### src/rtl/regfile_sb.sv
// regfile_sb: 2R/2W register file with busy scoreboard and busy count.
// Ports: CLK/RST, rs1/rs2 read (data+busy), issue, wb0/wb1, flush, busy_cnt.
// Optional build macro: REGFILE_BYPASS_EN (same-cycle write-back forwarding).
module regfile_sb #(
  parameter int XLEN = 32,
  parameter int NREG = 32,
  localparam int AW = $clog2(NREG),
  localparam int CW = $clog2(NREG+1)
) (
  input  logic            CLK,
  input  logic            RST,
  input  logic [AW-1:0]   rs1_addr,
  input  logic [AW-1:0]   rs2_addr,
  output logic [XLEN-1:0] rs1_data,
  output logic [XLEN-1:0] rs2_data,
  output logic            rs1_busy,
  output logic            rs2_busy,
  input  logic            issue_vld,
  input  logic [AW-1:0]   issue_rd,
  input  logic            wb0_vld,
  input  logic [AW-1:0]   wb0_rd,
  input  logic [XLEN-1:0] wb0_data,
  input  logic            wb1_vld,
  input  logic [AW-1:0]   wb1_rd,
  input  logic [XLEN-1:0] wb1_data,
  input  logic            flush,
  output logic [CW-1:0]   busy_cnt
);

  logic [NREG-1:0][XLEN-1:0] regs_q;
  logic [NREG-1:0]           busy_q;
  logic [NREG-1:0]           busy_d;
  logic [CW-1:0]             cnt_q;
  logic [CW-1:0]             cnt_d;

  always_ff @(posedge CLK or negedge RST) begin
    if (!RST) begin
      regs_q <= '0;
    end else begin
      for (int i = 1; i < NREG; i++) begin
        if (wb1_vld && wb1_rd == AW'(i))
          regs_q[i] <= wb1_data;
        else if (wb0_vld && wb0_rd == AW'(i))
          regs_q[i] <= wb0_data;
      end
    end
  end

  // Issue is applied after the clears so a new producer wins.
  always_comb begin
    busy_d = busy_q;
    if (flush) begin
      busy_d = '0;
    end else begin
      if (wb0_vld) busy_d[wb0_rd] = 1'b0;
      if (wb1_vld) busy_d[wb1_rd] = 1'b0;
      if (issue_vld) busy_d[issue_rd] = 1'b1;
    end
    busy_d[0] = 1'b0;
  end

  always_comb begin
    cnt_d = '0;
    for (int i = 0; i < NREG; i++)
      cnt_d = cnt_d + CW'(busy_d[i]);
  end

  always_ff @(posedge CLK or negedge RST) begin
    if (!RST) begin
      busy_q <= '0;
      cnt_q  <= '0;
    end else begin
      busy_q <= busy_d;
      cnt_q  <= cnt_d;
    end
  end

  assign busy_cnt = cnt_q;

  always_comb begin
    rs1_data = regs_q[rs1_addr];
    rs2_data = regs_q[rs2_addr];
    rs1_busy = busy_q[rs1_addr];
    rs2_busy = busy_q[rs2_addr];
`ifdef REGFILE_BYPASS_EN
    if (rs1_addr != '0) begin
      if (wb0_vld && wb0_rd == rs1_addr) begin
        rs1_data = wb0_data;
        rs1_busy = issue_vld && issue_rd == rs1_addr;
      end
      if (wb1_vld && wb1_rd == rs1_addr) begin
        rs1_data = wb1_data;
        rs1_busy = issue_vld && issue_rd == rs1_addr;
      end
    end
    if (rs2_addr != '0) begin
      if (wb0_vld && wb0_rd == rs2_addr) begin
        rs2_data = wb0_data;
        rs2_busy = issue_vld && issue_rd == rs2_addr;
      end
      if (wb1_vld && wb1_rd == rs2_addr) begin
        rs2_data = wb1_data;
        rs2_busy = issue_vld && issue_rd == rs2_addr;
      end
    end
    if (flush) begin
      rs1_busy = 1'b0;
      rs2_busy = 1'b0;
    end
`endif
  end

endmodule
### config.mk
export PLATFORM = sky130hd
export DESIGN_NAME = regfile_sb
export DESIGN_NICKNAME = d
export VERILOG_FILES = /design/src/rtl/regfile_sb.sv
export SDC_FILE = /design/constraint.sdc
export NUM_CORES = 2
export LEC_CHECK = 0
export CAP_MARGIN = 10
export CORE_MARGIN = 3
export CORE_UTILIZATION = 50
export CTS_BUF_LIST = sky130_fd_sc_hd__clkbuf_16
export DETAILED_ROUTE_END_ITERATION = 16
export GPL_ROUTABILITY_DRIVEN = 0
export MAX_ROUTING_LAYER = met4
export PLACE_DENSITY = 0.78
export SLEW_MARGIN = 10
export SYNTH_ARGS = -nofsm -noshare
export SYNTH_HDL_FRONTEND = slang
export SYNTH_SLANG_ARGS = --single-unit
### constraint.sdc
create_clock -name CLK -period 10.9 [get_ports CLK]
set_clock_uncertainty 0.1 [all_clocks]
set_input_delay 2.18 -clock CLK [delete_from_list [all_inputs] [get_ports CLK]]
set_output_delay 2.18 -clock CLK [all_outputs]
set_load 0.01 [all_outputs]
==> Flow_metrics.wiki <==
{| class="wikitable"
! Metric !! Value
|-
| Run status || finished clean
|-
| Placeable core area || between 100000 and 150000 um2
|-
| Final HPWL from detailed placement || between 100 and 150 mm
|-
| Area of combinational cells with multiple inputs || 36540 um2
|-
| Synthesized netlist net count || about 6400
|-
| Final Net Count || 6021
|-
| Critical path endpoint category || flip-flop
|-
| Slack of the critical path || 1835 ps
|-
| Count of vias placed by the detailed router || 53110
|-
| Effective utilization at floorplan || 50.77%
|-
| Setup TNS || 0 ps
|-
| Share of synthesized area occupied by flip-flops and latches || about two fifths
|-
| Width of the die || 367.2 um
|-
| Worst-case reg-to-reg path depth || 16
|-
| Actual slew at the worst max-slew pin || 1351 ps
|-
| Count of port buffers added during placement || 166
|-
| Cell count of the worst hold path || 2
|-
| Post-DR vias/cell || just under 7
|-
| Mean routed wirelength per cell || 29.48 um
|-
| I/O pin total || around 170
|-
| Largest net degree at the start of global routing || 151
|-
| Area overhead of the layout relative to synthesis || 8.282%
|-
| Worst min-delay path category || reg2reg
|-
| Number of H-tree branching levels || 3
|-
| Number of antenna violations at the first check in global routing || 21
|-
| Die Y-Extent || ~370 um
|-
| Worst EP arrival || 9560 ps
|-
| Synthesized netlist cell count || 6230
|-
| EDFF count, synth || 0
|-
| Buffers inserted by post-CTS timing repair || 0
|-
| Register-to-register setup slack || 5450 ps
|-
| Number of clock buffers inserted by TritonCTS || 109
|-
| Number of hold buffers added after cts || 0
|-
| Sequential cell area || 25750 um2
|-
| Drt first-iter violations || around 7300
|-
| Post-CTS resize count || 0
|-
| Worst setup slack after placement || 1280 ps
|-
| Via count of the first global-routing pass || roughly 52000
|-
| Final-report setup violation count || 0
|-
| Number of iterations in the first detailed-routing pass || 8
|-
| Final antenna-violating net count || 0
|-
| Worst Hold Launch || regs_q[399]
|-
| Post-route DRC || 0
|-
| # fillers || 10724
|-
| Setup Crit Path Kind || in2reg
|-
| Mean instance size in the synthesized netlist || 10.47 um2
|-
| Netlist cell types || 48
|-
| Main synth FF type || sky130_fd_sc_hd__dfrtp_1
|-
| Global Route Usage Sum || 34.12%
|-
| Layout Cell Area excl Fill || about 71000 um2
|-
| Leakage dissipation || 0.03281 uW
|-
| Achievable frequency || 110.3 MHz
|-
| Startpoint of the worst-slack reg-to-reg timing path || busy_q[24]
|-
| Max-cap violation count || 0
|-
| Power per unit of standard cell area || 177.5 nW/um2
|-
| Clock root buffer master || sky130_fd_sc_hd__clkbuf_16
|-
| Share of cells above drive strength 1 || roughly 14%
|-
| Clock tree from TritonCTS || yes
|-
| Standard cell area after detailed placement || 67250 um2
|-
| Endpoint of the worst-slack reg-to-reg timing path || busy_cnt[4]
|-
| Total count of hold-check failures in the final report || 0
|-
| Maximum VDD drop || 0.0001417 V
|-
| Worst-Skew Late Latency || 730 ps
|-
| Yosys synthesis warning count || 32
|-
| Crit path time final || 9065 ps
|-
| Ys async rst share || 100.0%
|-
| Wire length of the first global-routing pass || 338.3 mm
|-
| Die outline area || roughly 130000 um2
|-
| Required time worst endpoint || 11400 ps
|-
| Final worst path period share || between 80% and 90%
|-
| Hold endpoint || regs_q[399]
|-
| Nature of the critical path startpoint || primary input
|-
| Worst slew slack as a fraction of its limit || 9.672%
|-
| Largest driver fanout on the critical path || 65
|-
| Wirelength, routed || 228.2 mm
|-
| Register bit count reported by yosys || 1029
|-
| Unrepaired setup endpoints after global routing || false
|-
| Max clock buf depth || 3
|-
| Site Rows || between 100 and 150
|-
| Synthesized cell area || 65240 um2
|-
| Number of pins exceeding their max-slew limit in the final report || 0
|-
| Total gr overflow || 0
|-
| Util after Layout || 54.97%
|-
| Clock input transition at the sequential cells of the worst setup and hold paths || 60 ps
|-
| Count of clock tree sinks || 1029
|}
==> cells in the final DEF (no fill, tap or decap), drive strengths merged, types with 4 or more instances in the layout <==
| master | Yosys | routed |
|---|---|---|
| mux2i | 1189 | 1189 |
| dfrtp | 1029 | 1029 |
| nand2 | 553 | 553 |
| o21ai | 548 | 548 |
| nor2 | 547 | 547 |
| a21oi | 527 | 527 |
| mux4 | 396 | 396 |
| a22o | 197 | 197 |
| buf | 284 | 144 |
| clkdlybuf4s50 | 0 | 143 |
| clkbuf | 450 | 115 |
| and2 | 76 | 76 |
| o22ai | 66 | 66 |
| a211oi | 66 | 66 |
| o31ai | 66 | 66 |
| mux2 | 65 | 65 |
| inv | 29 | 55 |
| clkinv | 0 | 55 |
| fa | 23 | 23 |
| diode | 0 | 22 |
| a21o | 17 | 17 |
| nand3b | 15 | 15 |
| a32oi | 14 | 14 |
| nor2b | 11 | 11 |
| ha | 7 | 7 |
| and4b | 6 | 6 |
| nand2b | 6 | 6 |
| nor3b | 5 | 5 |
| nand3 | 5 | 5 |
| bufinv | 0 | 5 |
| clkinvlp | 0 | 5 |
| nor4bb | 4 | 4 |
| nor3 | 4 | 4 |
==> routing by layer <==
layer | global-route usage [%] | vias to the layer above | share of wire [%]
met4 | 21.02 | 0 | 7.1
met1 | 41.81 | 26076 | 36
met3 | 10.93 | 1019 | 13
li1 | - | 22071 | -
met2 | 49.07 | 3944 | 44
met5 | - | - | 0
==> power breakdown <==
part / switching [uW] / internal (uW)
logic: 1530 / 1780
clock network: 1640 / 1980
registers: 787 / 4810
total: 3960 / 8580
==> cell usage after synthesis, drive strengths merged, types with 7 or more instances <==
master,count,share of area [%]
nor2,547,3.2
nand3b,15,0.17
dfrtp,1029,39
a21oi,527,4.0
a21o,17,0.20
and2,76,0.73
a22o,197,2.6
mux4,396,14
clkbuf,450,2.6
a211oi,66,0.76
o21ai,548,4.2
inv,29,0.17
a32oi,14,0.19
buf,284,2.4
fa,23,0.71
mux2,65,1.1
nor2b,11,0.11
nand2,553,3.2
o22ai,66,0.63
ha,7,0.13
mux2i,1189,18
o31ai,66,0.76
==> registers in the layout, indices dropped and copies added (netlist names) <==
name and cells:
regs_q 992, busy_q 31, busy_cnt 6
==> worst max-delay path, cell delays in order <==
cell                              delay [ps]
sky130_fd_sc_hd__clkdlybuf4s50_1         750
sky130_fd_sc_hd__nor2b_1                 830
sky130_fd_sc_hd__nand2_4                 760
sky130_fd_sc_hd__a32oi_1                 440
sky130_fd_sc_hd__nor2_1                  100
sky130_fd_sc_hd__fa_1                    500
sky130_fd_sc_hd__inv_1                    60
sky130_fd_sc_hd__fa_1                    500
sky130_fd_sc_hd__inv_1                    50
sky130_fd_sc_hd__fa_1                    470
sky130_fd_sc_hd__inv_1                    60
sky130_fd_sc_hd__fa_1                    530
sky130_fd_sc_hd__fa_1                    440
sky130_fd_sc_hd__fa_1                    480
sky130_fd_sc_hd__fa_1                    430
sky130_fd_sc_hd__fa_1                    480
sky130_fd_sc_hd__o21ai_0                 220
sky130_fd_sc_hd__a21oi_1                 120
sky130_fd_sc_hd__xnor2_1                 130
==> per-stage QoR <==
step	hold WS, ps	total power [uW]	instances
detailed placement	460.4	8876	7513
CTS	474.5	12460	7717
floorplan	424.4	7841	6230
finish	471.3	12540	7740
global route	498.9	13080	7737
global placement	447.6	8656	7513
==> cells by family (layout without fill, tap and decap cells) <==
family | count (synthesis) | after routing | synth area share, %
mux | 1650 | 1650 | 33.04
compound gates | 1506 | 1506 | 13.48
simple gates | 1250 | 1250 | 7.969
flops | 1029 | 1029 | 39.47
buf+inv | 763 | 522 | 5.175
fa+ha+maj | 30 | 30 | 0.8401
xor+xnor | 2 | 2 | 0.02686
other cells | 0 | 22 | 0
==> layout make-up <==
| class | instances | area share [%] |
|---|---|---|
| Multi-Input combinational cell | 4438 | 51.73 |
| Inverter | 29 | 0.1541 |
| Clock inverter | 91 | 0.7758 |
| Clock buffer | 113 | 4.003 |
| Tap cell | 1729 | 3.063 |
| Timing Repair Buffer | 289 | 3.741 |
| Antenna cell | 22 | 0.07794 |
| Sequential cell | 1029 | 36.45 |
==> worst max path at each step <==
stage	cells after the start	end	start
2_1_floorplan	19	busy_cnt[4]	wb0_rd[2]
3_3_place_gp	19	busy_cnt[4]	wb1_rd[1]
3_5_place_dp	19	busy_cnt[4]	wb1_rd[1]
4_1_cts	17	busy_cnt[4]	wb0_vld
5_1_grt	19	busy_cnt[4]	wb1_rd[1]
6_report	19	busy_cnt[4]	wb1_rd[1]
Power figures use the tool's default switching activity.
